$ cat src/rtl/lsu_pkg.sv
// lsu_pkg: shared definitions for the pipelined load/store unit.
//   - op encodings for LB/LW/SB/SW as issued by the LSQ
//   - FSM state enum for lsu_pipe
//   - is_ls(): true for the four memory ops; anything else is dropped
package lsu_pkg;

    localparam logic [3:0] OP_LB = 4'd7;
    localparam logic [3:0] OP_LW = 4'd8;
    localparam logic [3:0] OP_SB = 4'd9;
    localparam logic [3:0] OP_SW = 4'd10;

    typedef enum logic [2:0] {
        S_IDLE  = 3'd0,
        S_REQ   = 3'd1,
        S_WAIT  = 3'd2,
        S_CMP   = 3'd3,
        S_DRAIN = 3'd4
    } state_t;

    function automatic logic is_ls(input logic [3:0] op);
        return (op == OP_LB) || (op == OP_LW) || (op == OP_SB) || (op == OP_SW);
    endfunction

endpackage

$ cat src/rtl/lsu_lane_align.sv
// lsu_lane_align: combinational byte-lane steering.
//   inputs : is_byte, is_store, off (byte offset in word), store_data, word
//   outputs: be (byte enables), wdata (store data placed on lanes),
//            load_data (byte extracted + sign-extended, or full word)
module lsu_lane_align #(
    parameter int XLEN  = 32,
    parameter int NB    = XLEN / 8,
    parameter int OFF_W = $clog2(NB)
) (
    input  logic             is_byte,
    input  logic             is_store,
    input  logic [OFF_W-1:0] off,
    input  logic [XLEN-1:0]  store_data,
    input  logic [XLEN-1:0]  word,
    output logic [NB-1:0]    be,
    output logic [XLEN-1:0]  wdata,
    output logic [XLEN-1:0]  load_data
);
    logic [OFF_W+2:0] bit_off;
    logic [7:0]       sel_byte;
    logic [NB-1:0]    one_hot;

    assign bit_off  = {off, 3'b000};
    assign sel_byte = word[bit_off +: 8];
    assign one_hot  = {{(NB-1){1'b0}}, 1'b1} << off;

    // Only byte stores narrow the enables; loads always fetch the whole word.
    assign be        = (is_store && is_byte) ? one_hot : {NB{1'b1}};
    assign wdata     = is_byte ? {NB{store_data[7:0]}} : store_data;
    assign load_data = is_byte ? {{(XLEN-8){sel_byte[7]}}, sel_byte} : word;

endmodule

$ cat src/rtl/lsu_pipe.sv
// lsu_pipe: clocked load/store unit between the LSQ issue port, a
// valid/ready data-memory channel and the CDB/ROB completion port.
//   issue_*   : one LB/LW/SB/SW per valid/ready handshake (+ LSQ forwarding)
//   mem_req_* : single outstanding word-aligned request, held until ready
//   mem_resp_*: variable-latency read data (loads only)
//   cmp_*     : registered completion held until cmp_ready
//   flush     : kills the current instruction; an in-flight load response
//               is drained in S_DRAIN before new work is accepted
module lsu_pipe
    import lsu_pkg::*;
#(
    parameter int XLEN   = 32,
    parameter int ADDR_W = 32,
    parameter int PC_W   = 32,
    parameter int TAG_W  = 6
) (
    input  logic              clk,
    input  logic              rst,
    input  logic              flush,
    input  logic              issue_valid,
    output logic              issue_ready,
    input  logic [3:0]        issue_op,
    input  logic [ADDR_W-1:0] issue_addr,
    input  logic [PC_W-1:0]   issue_pc,
    input  logic [TAG_W-1:0]  issue_tag,
    input  logic [XLEN-1:0]   issue_store_data,
    input  logic              issue_fwd_hit,
    input  logic [XLEN-1:0]   issue_fwd_data,
    output logic              mem_req_valid,
    input  logic              mem_req_ready,
    output logic              mem_req_we,
    output logic [ADDR_W-1:0] mem_req_addr,
    output logic [XLEN/8-1:0] mem_req_be,
    output logic [XLEN-1:0]   mem_req_wdata,
    input  logic              mem_resp_valid,
    input  logic [XLEN-1:0]   mem_resp_rdata,
    output logic              cmp_valid,
    input  logic              cmp_ready,
    output logic [TAG_W-1:0]  cmp_tag,
    output logic [PC_W-1:0]   cmp_pc,
    output logic [XLEN-1:0]   cmp_data,
    output logic              cmp_is_store,
    output logic              cmp_from_lsq,
    output logic              cmp_misaligned
);
    localparam int NB    = XLEN / 8;
    localparam int OFF_W = $clog2(NB);

    state_t            state;
    logic              byte_op, store_op;
    logic [OFF_W-1:0]  off_q;
    logic [ADDR_W-1:0] addr_q;
    logic [XLEN-1:0]   sdata_q;
    logic [PC_W-1:0]   pc_q;
    logic [TAG_W-1:0]  tag_q;
    logic [XLEN-1:0]   data_q;
    logic              is_store_q, from_lsq_q, misaligned_q;

    logic              iss_byte, iss_store;
    logic [OFF_W-1:0]  iss_off;

    assign iss_byte  = (issue_op == OP_LB) || (issue_op == OP_SB);
    assign iss_store = (issue_op == OP_SB) || (issue_op == OP_SW);
    assign iss_off   = issue_addr[OFF_W-1:0];

    // One aligner serves both paths: in IDLE it extracts forwarded data for
    // the instruction being accepted; otherwise it works on latched fields
    // (request lanes in REQ, response extract in WAIT).
    logic              sel_issue;
    logic              al_byte, al_store;
    logic [OFF_W-1:0]  al_off;
    logic [XLEN-1:0]   al_word, al_wdata, al_load;
    logic [NB-1:0]     al_be;

    assign sel_issue = (state == S_IDLE);
    assign al_byte   = sel_issue ? iss_byte       : byte_op;
    assign al_store  = sel_issue ? iss_store      : store_op;
    assign al_off    = sel_issue ? iss_off        : off_q;
    assign al_word   = sel_issue ? issue_fwd_data : mem_resp_rdata;

    lsu_lane_align #(.XLEN(XLEN)) u_align (
        .is_byte    (al_byte),
        .is_store   (al_store),
        .off        (al_off),
        .store_data (sdata_q),
        .word       (al_word),
        .be         (al_be),
        .wdata      (al_wdata),
        .load_data  (al_load)
    );

    always_ff @(posedge clk or posedge rst) begin
        if (rst) begin
            state        <= S_IDLE;
            byte_op      <= 1'b0;
            store_op     <= 1'b0;
            off_q        <= '0;
            addr_q       <= '0;
            sdata_q      <= '0;
            pc_q         <= '0;
            tag_q        <= '0;
            data_q       <= '0;
            is_store_q   <= 1'b0;
            from_lsq_q   <= 1'b0;
            misaligned_q <= 1'b0;
        end else begin
            case (state)
                S_IDLE: begin
                    if (issue_valid && !flush && is_ls(issue_op)) begin
                        byte_op      <= iss_byte;
                        store_op     <= iss_store;
                        off_q        <= iss_off;
                        addr_q       <= {issue_addr[ADDR_W-1:OFF_W], {OFF_W{1'b0}}};
                        sdata_q      <= issue_store_data;
                        pc_q         <= issue_pc;
                        tag_q        <= issue_tag;
                        data_q       <= '0;
                        is_store_q   <= iss_store;
                        from_lsq_q   <= 1'b0;
                        misaligned_q <= 1'b0;
                        if (!iss_byte && iss_off != '0) begin
                            misaligned_q <= 1'b1;
                            state        <= S_CMP;
                        end else if (!iss_store && issue_fwd_hit) begin
                            data_q     <= al_load;
                            from_lsq_q <= 1'b1;
                            state      <= S_CMP;
                        end else begin
                            state <= S_REQ;
                        end
                    end
                end
                S_REQ: begin
                    if (mem_req_ready) begin
                        // A store that already handshook is committed even if flushed.
                        if (store_op) state <= flush ? S_IDLE : S_CMP;
                        else          state <= flush ? S_DRAIN : S_WAIT;
                    end else if (flush) begin
                        state <= S_IDLE;
                    end
                end
                S_WAIT: begin
                    if (flush) begin
                        state <= mem_resp_valid ? S_IDLE : S_DRAIN;
                    end else if (mem_resp_valid) begin
                        data_q <= al_load;
                        state  <= S_CMP;
                    end
                end
                S_CMP: begin
                    if (flush || cmp_ready) state <= S_IDLE;
                end
                S_DRAIN: begin
                    if (mem_resp_valid) state <= S_IDLE;
                end
                default: state <= S_IDLE;
            endcase
        end
    end

    assign issue_ready    = (state == S_IDLE) && !flush && !rst;

    assign mem_req_valid  = (state == S_REQ);
    assign mem_req_we     = mem_req_valid && store_op;
    assign mem_req_addr   = mem_req_valid ? addr_q   : '0;
    assign mem_req_be     = mem_req_valid ? al_be    : '0;
    assign mem_req_wdata  = mem_req_valid ? al_wdata : '0;

    assign cmp_valid      = (state == S_CMP);
    assign cmp_tag        = tag_q;
    assign cmp_pc         = pc_q;
    assign cmp_data       = data_q;
    assign cmp_is_store   = is_store_q;
    assign cmp_from_lsq   = from_lsq_q;
    assign cmp_misaligned = misaligned_q;

endmodule

$ cat config.mk
export PLATFORM = sky130hd
export DESIGN_NAME = lsu_pipe
export DESIGN_NICKNAME = d
export VERILOG_FILES = /design/src/rtl/lsu_pkg.sv /design/src/rtl/lsu_lane_align.sv /design/src/rtl/lsu_pipe.sv
export SDC_FILE = /design/constraint.sdc
export NUM_CORES = 1
export LEC_CHECK = 0
export ABC_CLOCK_PERIOD_IN_PS = 5000
export BUFFER_PORTS_ARGS = -buffer_cell sky130_fd_sc_hd__buf_2
export CAP_MARGIN = 20
export CORE_MARGIN = 1.5
export CORE_UTILIZATION = 48
export DETAILED_ROUTE_END_ITERATION = 12
export PLACE_DENSITY = 0.88
export SETUP_SLACK_MARGIN = 0.2
export SLEW_MARGIN = 20
export SYNTH_ARGS = -nofsm -noshare
export SYNTH_HDL_FRONTEND = slang
export SYNTH_SLANG_ARGS = --single-unit
$ cat constraint.sdc
create_clock -name clk -period 5 [get_ports clk]
set_input_delay 0.5 -clock clk [delete_from_list [all_inputs] [get_ports clk]]
set_output_delay 0.5 -clock clk [all_outputs]
set_load 0.01 [all_outputs]
==> results.cfg <==
[setup_path]
reg2reg_from = state[1]$_DFFE_PP0P_
required_ps = 4500
critical_path_class = flop to output pin
crit_arrival_ps = 3060
reg2regPathDepth = 6
worstPathMaxFanout = 40
critPathLaunch = state[0]$_DFFE_PP0P_
end_kind = output pin
critPathLaunchType = flop

[cells_and_area]
fillCellCount = 1178
final-seq-area_mm2 = 0.00353
num-nets-final = 1117
multi_input_area_mm2 = 0.00330
layout-drive-gt1-share_pct = 50.1
area_delta_synth_final_pct = 31.2
fin_cells = 1136

[timing]
skew_ps = 16.3
finalCriticalPeriod_ps = 3560
finalHoldViolations = 0
setup_violations = 0
drv_slew = 0
rsz0062_at_grt = false
fmax_ghz = 0.281
tightestPinTransition_ps = 1110
slew_headroom_pct = 25.7
fin_setup_tns_ps = 0
finalCritPeriodShare_pct = 71.3

[grt]
use_met3_pct = 6.87
grtUsageMet2_pct = 42.6
grt_start_max_net_pins = 106
grt_pass1_wl_um = 33000
grt_overflow = 0
antenna_found_initial = 1
track_usage_pct = 27.1
busiest_layer = met2
grt_pass1_vias = 6281
grtUsageMet1_pct = 35.6

[power_and_ir_drop]
pwr-share-comb_pct = 43.3
power_frac_seq_pct = 35.9
p_sw_share_pct = 38.4
power.internal_mw = 3.56
ir_drop_v = 0.000319
switchingPower_mw = 2.21
pwr-share-clk_pct = 20.8
p_per_area_mw_per_mm2 = 620
leakagePower_nw = 4.72

[floorplanning]
die_w_um = 125
coreArea_mm2 = 0.0145
io_pins = 323
die_area_mm2 = 0.0155
rows = 44
initial_core_util_pct = 49.0
die_h_um = 125

[place]
port_buffers = 320
post-dp-hpwl_um = 15500
globalplace.congestion = 0.956
placed_cells = 1104

[cts]
cts-buffers-inserted = 17
htreeDepth = 4
cts_tree = done
hold_buffers = 0
clk_path_buf_depth = 2
root_buffer = clkbuf_16
clock_sinks = 141
clk_pin_slew_ps = 70
postCtsSetupBuffers = 0
clkLatencyLatePin_ps = 420
ctsResizeCount = 0

[synth]
syn_avg_cell_area_um2 = 11.1
ys.flop_type = dfrtp_1
syn_area_mm2 = 0.00709
synth-compound-area-share_pct = 13.9
synth_seq_area_share_pct = 49.8
yosys-top-cells-count = dfrtp_1, mux2_2, a21oi_1
async_flop_share_pct = 100
yosysWarnings = 0
synth_top_area_cell = dfrtp_1
synth_seq_cells = 141
synth_cell_types = 48
synth_adder_area_share_pct = 0
yosysMostFrequentCell = dfrtp_1
synthCells = 641
synth.area.top_cells = dfrtp_1, mux2_2, a21oi_1, and2_1, a22o_1
synth_top_family_by_area = multiplexers
synthSimpleGateAreaFrac_pct = 12.9
synth-xor-area-share_pct = 0.124
synthMuxAreaShare_pct = 19.4
synth_edf_count = 0
synth_top_area_share_pct = 49.8

[drt]
ant_nets = 0
viasPerCell = 5.55
dr.pass1.iters = 6
drc = 0
finalWirelength_um = 21100
num_vias = 6300
drt_iter0_drc = 484
wl_per_cell_um = 18.5

[run]
cap_violations = 0

[worst_hold_path]
hp-class = input port to asynchronous set/reset pin

[run_status]
status = finished clean
[state kept, by name, indices dropped and copies added (netlist names)]
signal          count
cmp_data           32
cmp_pc             32
sdata_q            32
addr_q             30
cmp_tag             6
state               3
off_q               2
byte_op             1
cmp_from_lsq        1
cmp_is_store        1
cmp_misaligned      1
[logic make-up (layout without fill, tap and decap cells)]
family / Yosys count / in the layout
mux: 122 / 122
compound gates: 147 / 147
simple gates: 175 / 175
other cells: 1 / 3
flops: 141 / 141
buf+inv: 54 / 363
xor+xnor: 1 / 1
[metal layers]
metal	share of wire (%)	routed length, um
met1	42	8880
met2	47	9890
met3	7.2	1510
met4	3.7	786
met5	0	0
[cells in the final DEF (no fill, tap or decap), types with 9 or more instances in the layout]
master and count:
mux2_2 103, nand2_1 38, nor2_1 31, a22o_1 25, dfrtp_1 141, o22a_1 9, a21oi_1 68, and2_1 42
o21ai_0 18, buf_2 320, clkbuf_16 17, nor3_1 27, mux2i_1 17
[power groups by stage]
stage,Sequential [mW],Clock [mW],Combinational (mW)
after CTS,2.07,1.22,2.50
after detailed placement,2.07,0,2.50
final,2.07,1.20,2.50
after floorplan,2.06,0,1.60
after global placement,2.05,0,2.42
after global routing,2.14,1.27,2.73
[worst paths after layout]
| path | end | slack, ps |
|---|---|---|
| worst max-delay path | mem_req_addr[28] | 1440 |
| worst max register to register | cmp_data[5]$_DFFE_PP0P_ | 2320 |
| min in group clk | addr_q[16]$_DFFE_PP0P_ | 320 |
| max in group asynchronous | cmp_tag[2]$_DFFE_PP0P_ | 3630 |
| worst min-delay path | cmp_data[3]$_DFFE_PP0P_ | 310 |
| worst min register to register | cmp_data[0]$_DFFE_PP0P_ | 490 |
[worst max-delay path, cell delays in order, from the launching register on]
cell and delay (ps):
dfrtp_1 520, nor2b_1 240, nand2b_1 110, buf_4 300, clkinv_1 820, and2_1 510, buf_2 150
[through the flow]
step	cell area, um^2	total power, mW	hold WS (ps)	setup WS (ps)	util, %
6_report	9300	5.77	308	1440	64.2
5_1_grt	9300	6.14	299	1110	64.2
4_1_cts	9300	5.79	302	1440	64.2
3_5_place_dp	8730	4.57	477	1890	60.3
3_3_place_gp	8730	4.47	472	2020	60.3
2_1_floorplan	7090	3.66	472	719	-
[cell type report]
class	instances	area share, %
clock inverter	12	1.20
clock buffer	19	4.87
tap	184	2.48
multi-input combinational	447	35.5
antenna	1	0.0269
sequential	141	37.9
inverter	5	0.256
timing repair buffer	327	17.8
(Power assumes the default switching activity.)
